`src/rtl/bcd_counter_ndigit.sv`:
```
// bcd_counter_ndigit: N-digit BCD up/down counter with internal tick divider, load, clear and wrap/saturate boundary.
module bcd_counter_ndigit #(
  parameter int DIGITS  = 2,
  parameter int CLK_HZ  = 50000000,
  parameter int TICK_HZ = 10,
  parameter int WRAP    = 1
) (
  input  logic                  CLK_50M,
  input  logic                  RESET_N,
  input  logic                  EN,
  input  logic                  UP,
  input  logic                  CLR,
  input  logic                  LOAD,
  input  logic [4*DIGITS-1:0]   LOAD_VAL,
  output logic [4*DIGITS-1:0]   LED,
  output logic                  TICK,
  output logic                  TC
);
  localparam int DIV = CLK_HZ / TICK_HZ;
  localparam int DW  = $clog2(DIV);
  localparam logic [DW-1:0] LAST = DW'(DIV - 1);
  logic [DW-1:0]         div_cnt;
  logic                  tick_int;
  logic                  evt;
  logic                  boundary;
  logic                  advance;
  logic [DIGITS:0]       carry;
  logic [4*DIGITS-1:0]   cnt_nxt;
  logic [4*DIGITS-1:0]   ld_val;
  assign tick_int = div_cnt == LAST;
  assign evt      = tick_int && EN && !CLR && !LOAD;
  assign carry[0] = 1'b1;
  // carry out of the top digit means every digit sat at its boundary value
  assign boundary = carry[DIGITS];
  assign advance  = evt && !(boundary && WRAP == 0);
  genvar i;
  for (i = 0; i < DIGITS; i++) begin : g_dig
    logic [3:0] d;
    logic [3:0] lv;
    logic       at_edge;
    assign d       = LED[4*i +: 4];
    assign lv      = LOAD_VAL[4*i +: 4];
    assign at_edge = UP ? d == 4'd9 : d == 4'd0;
    assign carry[i+1] = carry[i] && at_edge;
    assign cnt_nxt[4*i +: 4] = !carry[i] ? d : at_edge ? (UP ? 4'd0 : 4'd9) : UP ? d + 4'd1 : d - 4'd1;
    assign ld_val[4*i +: 4]  = lv > 4'd9 ? 4'd9 : lv;
  end
  always_ff @(posedge CLK_50M or negedge RESET_N) begin
    if (!RESET_N) begin
      div_cnt <= '0;
      LED     <= '0;
      TICK    <= 1'b0;
      TC      <= 1'b0;
    end else begin
      div_cnt <= (CLR || tick_int) ? '0 : div_cnt + 1'b1;
      TICK    <= tick_int;
      TC      <= evt && boundary;
      LED     <= CLR ? '0 : LOAD ? ld_val : advance ? cnt_nxt : LED;
    end
  end
endmodule

```
`config.mk`:
```
export PLATFORM = sky130hd
export DESIGN_NAME = bcd_counter_ndigit
export DESIGN_NICKNAME = d
export VERILOG_FILES = /design/src/rtl/bcd_counter_ndigit.sv
export SDC_FILE = /design/constraint.sdc
export NUM_CORES = 1
export LEC_CHECK = 0
export ABC_AREA = 1
export BUFFER_PORTS_ARGS = -buffer_cell sky130_fd_sc_hd__buf_2
export CAP_MARGIN = 20
export CORE_MARGIN = 1.5
export CORE_UTILIZATION = 55
export CTS_CLUSTER_SIZE = 24
export DETAILED_ROUTE_END_ITERATION = 10
export HOLD_SLACK_MARGIN = 0.06
export PLACE_DENSITY = 0.76
export SLEW_MARGIN = 40
export SYNTH_ARGS = -nofsm -noshare
export SYNTH_HDL_FRONTEND = slang
export SYNTH_SLANG_ARGS = --single-unit
```
`constraint.sdc`:
```
create_clock -name CLK_50M -period 1.8 [get_ports CLK_50M]
set_clock_uncertainty 0.05 [all_clocks]
set_input_delay 0.18 -clock CLK_50M [delete_from_list [all_inputs] [get_ports CLK_50M]]
set_output_delay 0.18 -clock CLK_50M [all_outputs]
set_load 0.01 [all_outputs]
```
==> summary.md, run 1 <==
| Metric | Value |
|---|---|
| Gr usage total | `0.261` |
| Core area | `0.00372 mm²` |
| Effective utilization at floorplan | `0.583` |
| # fillers | `348` |
| Leak | `1.28 nW` |
| Max cap viols | `0` |
| Count leader, synth | `nand2_1` |
| Post-Synth Simple-Gate Area | `0.385` |
| Ant. Diodes | `0` |
| Final setup fails | `0` |
| Core Util, Final | `0.681` |
| WL per Instance | `12.6 µm` |
| Share of cells above drive strength 1 | `0.170` |
| Post-synth EDFFs | `0` |
| Worst setup SP type | `register` |
| Critical path fanouts, max | `5` |
| IO Count | `24` |
| Slew headroom | `0.537` |
| Hold depth | `4` |
| DR iter-0 viols | `223` |
| R2R Path Start | `div_cnt[1]` |
| F_max | `0.605 GHz` |
| Largest net degree at the start of global routing | `34` |
| Synth Area in Adders | `0.0473` |
| First-pass GRT wire length | `8.44 mm` |
| Seq cells post-synth | `33` |
| Final Hold Slack | `137 ps` |
| Worst Hold Endpoint | `LED[7]` |
| Largest family of logic cells by synthesized area | `simple AND/OR/NAND/NOR gates` |
| Vias in the first global route | `1899` |
| Required time worst endpoint | `1970 ps` |
| Mapped Nets | `323` |
| DRT Pass-1 Iters | `4` |
| Ys flop type | `dfrtp_1` |
| Clk buf depth | `2` |
| Final nets | `362` |
| Die Ht | `65.8 µm` |
| Clock Sinks | `33` |
| CTS buffer count | `5` |
| Worst skew pair latency | `290 ps` |
| Area growth syn-to-layout | `16.8%` |
| Reg area | `826 µm²` |
| Worst-margin pin slew | `695 ps` |
| Share of the synthesized area in the top cell type | `0.381` |
| Synth Area in Compound Gates | `0.0560` |
| Crit-path max cell delay | `380 ps` |
| Vias per cell | `5.24` |
| Initial antenna violation count | `0` |
| RR Endpoint | `div_cnt[22]` |
| Most used cell, CP | `nor2_1` |
| Multi-input logic area | `0.00117 mm²` |
| FFs w/ async S/R, synth | `1.00` |
| GR peak layer | `met2` |
| Crit path time final | `1650 ps` |
| Largest cells by area after synthesis | `dfrtp_1 (38%), nand2_1 (12%), nor2_1 (9.0%), nand3_1 (7.6%), inv_1 (7.3%)` |
| Routed wire length | `4.90 mm` |
| Critical Path AT | `1820 ps` |
| Post-synthesis sequential area ratio | `0.381` |
| Crit Path Class | `register to register` |
| Critical-path cell list | `ha_1 -> nand3_2 -> inv_1 -> nand2_2 -> nor2_4 -> nand2_1 -> nor2_1 -> o21bai_1 -> nor2_1` |
| H-tree depth | `2` |
| Synth warn | `0` |
| Met1 Usage GRT | `0.327` |
| Worst reg-to-reg setup slack | `150 ps` |
| I/O Buffers | `23` |
| Final worst path period share | `0.918` |
| Die W | `65.8 µm` |
| Worst Setup End Kind | `register` |
| DRC errors left | `0` |
| Die area | `0.00433 mm²` |
| Avg Cell Area, Syn | `7.18 µm²` |
| Met3 Use GR | `0.0562` |
| Via count | `2044` |
| Hold Path Origin | `CLR` |
| Post-synth top cells | `nand2_1 (70), nor2_1 (52), inv_1 (42), dfrtp_1 (33), nand3_1 (33)` |
| Pwr Density | `695 mW/mm²` |
| Post-synth cell types | `29` |
| Row count | `22` |
| Post-synthesis mux area share | `0` |
| Clock-pin slew on the worst setup and hold paths | `70 ps` |
| Post-DP HPWL | `3.76 mm` |
| Final TNS setup | `0 ps` |
| Largest area contributor in the netlist | `dfrtp_1` |
| Routing usage on met2 | `0.446` |
| Mapped cell area | `0.00217 mm²` |
| CTS tree | `done` |
| CTS root buffer | `clkbuf_8` |
| Xor/xnor share of the synthesized area | `0.0485` |
| Syn Inst Count | `302` |
| Routability cong. | `0.942` |
| Hold Fails Final Rpt | `0` |
| Slew Limit Fails | `0` |
| Routed Antenna Nets | `0` |
| Outcome | `complete, no violations` |
| RSZ-0062 raised after global routing | `no` |
| Worst vdd ir | `0.000373 V` |
| Register-to-Register Path Depth | `9` |
| Max stage delay cell, worst path | `dfrtp_1` |
| HP Class | `input port to register` |
| GR Overflow Total | `0` |
-- kinds of logic (layout without fill, tap and decap cells) --
| group | Yosys count | after routing |
|---|---|---|
| xor gates and xnor gates | 12 | 12 |
| and+or+nand+nor | 184 | 184 |
| buffers and inverters | 45 | 85 |
| DFF | 33 | 33 |
| AOI/OAI and AO/OA | 21 | 21 |
| adders and majority gates | 7 | 7 |
-- per-stage QoR --
stage | cells | worst slack (ps) | total power [mW] | cell area [µm²]
CTS | 388 | 137 | 1.78 | 2510
floorplan | 302 | 295 | 1.03 | 2170
detailed placement | 379 | 144 | 1.16 | 2400
global placement | 379 | 210 | 1.15 | 2400
global route | 390 | 6.72 | 1.87 | 2530
finish | 390 | 148 | 1.76 | 2530
-- report_power, final --
part	switching [mW]	internal [mW]
Clock	0.265	0.345
Combinational	0.207	0.133
Sequential	0.0387	0.771
Total	0.510	1.25
-- worst max-delay path by stage --
stage                          start           to  slack (ps)  cells after the start
final                     div_cnt[1]  div_cnt[22]         150                      9
after detailed placement  div_cnt[1]   div_cnt[3]         140                      7
after floorplan           div_cnt[0]  div_cnt[22]         290                      8
after global placement    div_cnt[1]  div_cnt[22]         210                      8
after CTS                 div_cnt[1]   div_cnt[5]         140                      7
after global routing      div_cnt[1]  div_cnt[22]           7                      9
-- metal layers --
layer  up-vias  part of all wire
met5         -                 0
met4         0             0.015
met3         7             0.048
met2        54              0.50
met1       942              0.44
li1       1041                 -
-- flip-flops by register name (all words and copies together), names as in the netlist --
name     flops
TC           1
LED          8
TICK         1
div_cnt     23
-- critical path: cells and delay by family (launching register included) --
| kind | cells | cell delay [ps] |
|---|---|---|
| DFF | 1 | 380 |
| adders and majority gates | 1 | 210 |
| buffers and inverters | 1 | 140 |
| AOI/OAI and AO/OA | 1 | 90 |
| and+or+nand+nor | 6 | 710 |
-- cell type report --
| type | count | share of cell area |
|---|---|---|
| tap | 48 | 0.0237 |
| sequential | 33 | 0.326 |
| inverter | 42 | 0.0623 |
| timing repair buffer | 35 | 0.0870 |
| clock buffer | 7 | 0.0381 |
| multi-input combinational | 224 | 0.461 |
| clock inverter | 1 | 0.00198 |
-- timing repair --
| item | in CTS | in global routing |
|---|---|---|
| endpoints found under the setup margin | 0 | 9 |
| resized for setup | 0 | 1 |
| hold buffers | 1 | 0 |
| setup buffers | 0 | 2 |
| hold endpoints to repair | 33 | 0 |
-- cell usage in the layout (no fill, tap or decap), types with 2 or more instances in the layout --
cell      instances
nor2_2            5
nor2_1           52
buf_4            10
a22oi_1           2
nand3_1          33
xnor2_1           4
nand2_2           3
buf_2            23
nor3b_1           3
nand4_1           5
xor2_1            8
nand2_1          69
o21ai_1           2
nor3_1            6
a21oi_1           6
o21ai_0           6
clkbuf_8          7
inv_1            42
dfrtp_1          33
o211ai_1          3
fa_1              2
ha_1              5
nand3_2           3
Note: power is estimated with default switching activity, not from simulation.
==> run 2, diff against run 1 <==
Settings changed: ABC_AREA 1 to default.
==> summary.md, run 2 <==
| Metric | Value |
|---|---|
| Outcome | `complete, but fails checks` |
| Failing checks | `setup timing` |
| GR peak layer | `met2` |
| Mapped cell area | `0.00192 mm²` |
| Vias in the first global route | `1787` |
| First-pass GRT wire length | `7.87 mm` |
| Largest net degree at the start of global routing | `34` |
| CTS buffer count | `5` |
| RSZ-0062 raised after global routing | `yes` |
| Final TNS setup | `-7710 ps` |
| Row count | `21` |
| Area of placed instances | `0.00244 mm²` |
| Sw power | `424 µW` |
| DRC errors left | `0` |
| Crit-path max cell delay | `540 ps` |
| Synth warn | `0` |
| Synth Area in Compound Gates | `0.112` |
| Post-synth top cells | `nor2_1 (37), dfrtp_1 (33), xnor2_1 (14), xor2_1 (13), inv_1 (11)` |
| Area growth syn-to-layout | `36.6%` |
| Met1 Usage GRT | `0.307` |
| FFs w/ async S/R, synth | `1.00` |
| Final setup fails | `30` |
| Post-synth EDFFs | `0` |
| Biggest regs | `div_cnt x23, LED x8` |
| HP Class | `input port to register` |
| WP buf/inv | `1` |
| Proportion of power drawn by combinational gates | `0.177` |
| Routed Antenna Nets | `0` |
| Xor/xnor share of the synthesized area | `0.123` |
| CTS root buffer | `clkbuf_4` |
| Hold depth | `3` |
| Die Ht | `62.1 µm` |
| Commonest non-fill, non-tap cell in the layout | `buf_4` |
| Final Hold Slack | `115 ps` |
| CP top delay family | `simple AND/OR/NAND/NOR gates` |
| Die W | `62.1 µm` |
| Required time worst endpoint | `1980 ps` |
| Fin area | `0.00263 mm²` |
| Initial antenna violation count | `0` |
| DR iter-0 viols | `137` |
| Crit Path Class | `register to register` |
| Register-to-Register Path Depth | `6` |
| Post-Synth Simple-Gate Area | `0.245` |
| Most frequent cells in the layout | `buf_4 (50), nor2_1 (37), dfrtp_1 (33), buf_2 (22), xnor2_1 (14)` |
| Die area | `0.00386 mm²` |
| Final worst path period share | `1.22` |
| Critical-path cell list | `or4b_4 -> or4_4 -> buf_4 -> o21a_4 -> a311oi_2 -> a211oi_1` |
| Post-synth cell types | `42` |
| Routed wire length | `4.79 mm` |
| Switching part of the total | `0.257` |
| Slew headroom | `0.623` |
| Worst reg-to-reg setup slack | `-400 ps` |
| Routability cong. | `0.907` |
| DRT Pass-1 Iters | `4` |
| Core Util, Final | `0.787` |
| Met3 Use GR | `0.0435` |
| Clock Sinks | `33` |
| F_max | `0.454 GHz` |
| Largest cells by area after synthesis | `dfrtp_1 (43%), nor2_1 (7.2%), xnor2_1 (6.4%), xor2_1 (5.9%), ha_1 (3.3%)` |
| Share of cells above drive strength 1 | `0.353` |
| Post-synthesis mux area share | `0.00520` |
| Clock power share | `0.354` |
| Leak | `1.27 nW` |
| Core area | `0.00334 mm²` |
| Worst Hold Endpoint | `LED[3]` |
| Routing usage on met2 | `0.467` |
| Hold Path Origin | `CLR` |
| Count leader, synth | `nor2_1` |
| Sequential power share | `0.469` |
| Ys flop type | `dfrtp_1` |
| Worst path depth | `6` |
| Synth Area in Adders | `0.0534` |
| Vias per cell | `5.52` |
| Gr usage total | `0.259` |
| IO Count | `24` |
| RR Endpoint | `LED[1]` |
| CTS tree | `done` |
| Worst setup SP type | `register` |
| Final worst slack | `-403 ps` |
| H-tree depth | `2` |
| Via count | `1790` |
| Syn Inst Count | `201` |
| Hold Fails Final Rpt | `0` |
| R2R Path Start | `div_cnt[6]` |
| Avg Cell Area, Syn | `9.57 µm²` |
| Final nets | `298` |
| Clk buf depth | `2` |
| WL per Instance | `14.8 µm` |
| I/O Buffers | `23` |
| Post-DP HPWL | `3.39 mm` |
| Clock-pin slew on the worst setup and hold paths | `100 ps` |
| Worst skew pair latency | `340 ps` |
| Crit path time final | `2200 ps` |
| Mapped Nets | `222` |
| Critical path fanouts, max | `4` |
| Pwr Density | `628 mW/mm²` |
| Largest area contributor in the netlist | `dfrtp_1` |
| Ant. Diodes | `0` |
| Slew Limit Fails | `0` |
| Post-synthesis sequential area ratio | `0.429` |
| Max stage delay cell, worst path | `or4b_4` |
| Share of the synthesized area in the top cell type | `0.429` |
| Largest family of logic cells by synthesized area | `simple AND/OR/NAND/NOR gates` |
| Critical Path AT | `2380 ps` |
| GR Overflow Total | `0` |
| P_int | `1.23 mW` |
| Most flops, register | `div_cnt` |
| Max cap viols | `0` |
| Worst Setup End Kind | `register` |
| Worst-margin pin slew | `558 ps` |
| Max reg flops | `23` |
| Effective utilization at floorplan | `0.576` |
| Worst vdd ir | `0.000678 V` |
| Seq cells post-synth | `33` |
| Pre-CTS setup slack | `-407 ps` |
## run 2: worst min-delay path: cells and delay by family
| kind | cells | cell delay, ps |
|---|---|---|
| AOI/OAI and AO/OA | 1 | 40 |
| buffers and inverters | 2 | 250 |
## run 2: what timing repair did
item | CTS | global route
hold buffers | 1 | 0
endpoints found under the hold margin | 33 | 0
setup buffers | 1 | 2
setup endpoints to repair | 32 | 31
gates resized for setup | 3 | 9
pin swaps | 6 | 9
## run 2: area by class of cell
class                   instances  area (µm²)
clock buffers                   7        55.1
repair buffers                 74         515
multi-input cells             152        1100
flip-flops and latches         33         826
inverters                      11        41.3
clock inverters                 1        30.0
well taps                      46        57.6
fillers                       226         709
## run 2: worst max path at each step
stage,start,to,slack [ps]
final,div_cnt[6],LED[1],-400
after global routing,div_cnt[6],LED[7],-470
after CTS,div_cnt[21],LED[5],-360
after detailed placement,div_cnt[15],LED[3],-410
after global placement,div_cnt[15],LED[3],-350
after floorplan,div_cnt[21],LED[5],-340
## run 2: kinds of logic after synthesis
kind of cell             after synthesis
AND/OR/NAND/NOR                       90
buffers and inverters                 16
flip-flops                            33
adder cells (fa/ha/maj)                7
multiplexers                           1
XOR/XNOR                              27
AO/OA/AOI/OAI                         27
## run 2: layer usage
metal  part of all wire  vias up
li1                   -      859
met1               0.41      853
met2               0.52       64
met3              0.046       14
met4              0.021        0
met5                  0        -
## run 2: per-stage QoR
step | power [mW] | cells
finish | 1.65 | 324
CTS | 1.64 | 322
global route | 1.73 | 324
global placement | 1.05 | 312
detailed placement | 1.06 | 312
floorplan | 0.934 | 201
## run 2: power by group through the flow
stage | combinational, mW | clock (mW) | sequential (mW)
3_5_place_dp | 0.271 | 0 | 0.788
6_report | 0.292 | 0.584 | 0.773
2_1_floorplan | 0.133 | 0 | 0.801
5_1_grt | 0.328 | 0.626 | 0.776
4_1_cts | 0.275 | 0.595 | 0.773
3_3_place_gp | 0.264 | 0 | 0.786
==> run 3, diff against run 2 <==
==> constraint.sdc (replaced) <==
create_clock -name CLK_50M -period 1.8 [get_ports CLK_50M]
set_clock_uncertainty 0.05 [all_clocks]
set_input_delay 0.09 -clock CLK_50M [delete_from_list [all_inputs] [get_ports CLK_50M]]
set_output_delay 0.09 -clock CLK_50M [all_outputs]
set_load 0.01 [all_outputs]
==> summary.md, run 3 (synthesis results as in run 2) <==
| Metric | Value |
|---|---|
| Outcome | `complete, but fails checks` |
| Failing checks | `setup timing` |
| Ant. Diodes | `0` |
| Worst skew pair latency | `340 ps` |
| Clk buf depth | `2` |
| Worst Setup End Kind | `register` |
| Share of cells above drive strength 1 | `0.439` |
| Post-DP HPWL | `3.36 mm` |
| Pre-CTS setup slack | `-389 ps` |
| Critical Path AT | `2380 ps` |
| Proportion of power drawn by combinational gates | `0.228` |
| HP Class | `input port to register` |
| GR Overflow Total | `0` |
| Slew Limit Fails | `0` |
| Critical path fanouts, max | `6` |
| Inst Count DP | `310` |
| Final worst path period share | `1.22` |
| H-tree depth | `2` |
| Biggest regs | `div_cnt x23, LED x8` |
| Core Util, Final | `0.857` |
| WL per Instance | `16.7 µm` |
| Max cap viols | `0` |
| CTS buffer count | `5` |
| Via count | `1871` |
| Die Ht | `62.1 µm` |
| DRT Pass-1 Iters | `4` |
| Core area | `0.00334 mm²` |
| Initial antenna violation count | `0` |
| Worst vdd ir | `0.000612 V` |
| Area growth syn-to-layout | `48.7%` |
| Required time worst endpoint | `1980 ps` |
| RSZ-0062 raised after global routing | `yes` |
| Vias per cell | `5.62` |
| Crit path time final | `2200 ps` |
| Switching part of the total | `0.292` |
| Finished Layout Cells | `333` |
| Row count | `21` |
| Worst-margin pin slew | `418 ps` |
| Reg area | `826 µm²` |
| Vias in the first global route | `1801` |
| Hold Fails Final Rpt | `0` |
| Most flops, register | `div_cnt` |
| Sw power | `445 µW` |
| Clock Sinks | `33` |
| Routability cong. | `0.889` |
| P_int | `1.08 mW` |
| # fillers | `182` |
| Max reg flops | `23` |
| Total power | `1.52 mW` |
| CTS tree | `done` |
| Clock power share | `0.265` |
| Sequential power share | `0.507` |
| IO Count | `24` |
| Die W | `62.1 µm` |
| Routed Antenna Nets | `0` |
| Gr usage total | `0.274` |
| First-pass GRT wire length | `8.20 mm` |
| Crit Path Class | `register to register` |
| Slew headroom | `0.722` |
| Final setup fails | `31` |
| Worst setup SP type | `register` |
| F_max | `0.455 GHz` |
| DR iter-0 viols | `115` |
| Largest net degree at the start of global routing | `34` |
| DRC errors left | `0` |
| Pwr Density | `533 mW/mm²` |
| Most frequent cells in the layout | `buf_4 (50), dfrtp_1 (33), buf_2 (22), nor2_1 (16), xnor2_1 (13)` |
| Routed wire length | `5.56 mm` |
| CTS root buffer | `clkbuf_4` |
| Multi-input logic area | `0.00124 mm²` |
| Final TNS setup | `-9790 ps` |
| Commonest non-fill, non-tap cell in the layout | `buf_4` |
| Leak | `1.32 nW` |
| Die area | `0.00386 mm²` |
| I/O Buffers | `23` |
| Final nets | `307` |
| Final worst slack | `-399 ps` |
| Clock-pin slew on the worst setup and hold paths | `100 ps` |
| Effective utilization at floorplan | `0.576` |
-- run 3: critical path, stage by stage (launching register included) --
cell and delay (ps):
dfrtp_1 410, or4b_4 530, or4_4 460, o31ai_4 360, o311a_4 250, nor3_2 30
-- run 3: area by class of cell --
| cell class | count | share of cell area |
|---|---|---|
| clock buffers | 8 | 0.0171 |
| inverters | 11 | 0.0144 |
| multi-input cells | 152 | 0.432 |
| flip-flops and latches | 33 | 0.289 |
| well taps | 46 | 0.0201 |
| repair buffers | 83 | 0.227 |
-- run 3: what timing repair did --
action | 4_1_cts | 5_1_grt
hold buffers | 4 | 0
gates cloned | 1 | 2
gates resized for setup | 10 | 42
pin swaps | 8 | 16
endpoints found under the setup margin | 31 | 31
endpoints found under the hold margin | 40 | 0
buffers inserted | 6 | 3
-- run 3: final timing paths --
check	start	slack [ps]	cells after the start	end
max in group asynchronous	RESET_N	1220	2	div_cnt[17]
max	div_cnt[21]	-400	5	LED[5]
min in group asynchronous	RESET_N	170	2	LED[4]
max reg2reg	div_cnt[21]	-400	5	LED[5]
min	LOAD_VAL[3]	80	3	LED[3]
min reg2reg	div_cnt[13]	580	3	div_cnt[13]
-- run 3: power by group through the flow --
stage	Clock [mW]	Combinational (mW)	Sequential [mW]
floorplan	0	0.133	0.801
global placement	0	0.264	0.786
detailed placement	0	0.272	0.788
CTS	0.405	0.298	0.773
finish	0.404	0.347	0.773
global route	0.446	0.377	0.775
-- run 3: layer usage --
metal | track usage | part of all wire | wire (µm) | vias to the layer above
met1 | 0.312 | 0.39 | 2160 | 913
li1 | - | - | - | 883
met5 | 0 | 0 | 0 | -
met3 | 0.0489 | 0.043 | 241 | 17
met4 | 0.125 | 0.031 | 175 | 0
met2 | 0.500 | 0.54 | 2980 | 58
-- run 3: per-stage QoR --
stage	cell area (µm²)	hold WS, ps
detailed placement	2430	139
global placement	2430	136
finish	2860	82.8
global route	2860	104
CTS	2640	62.9
floorplan	1930	-256
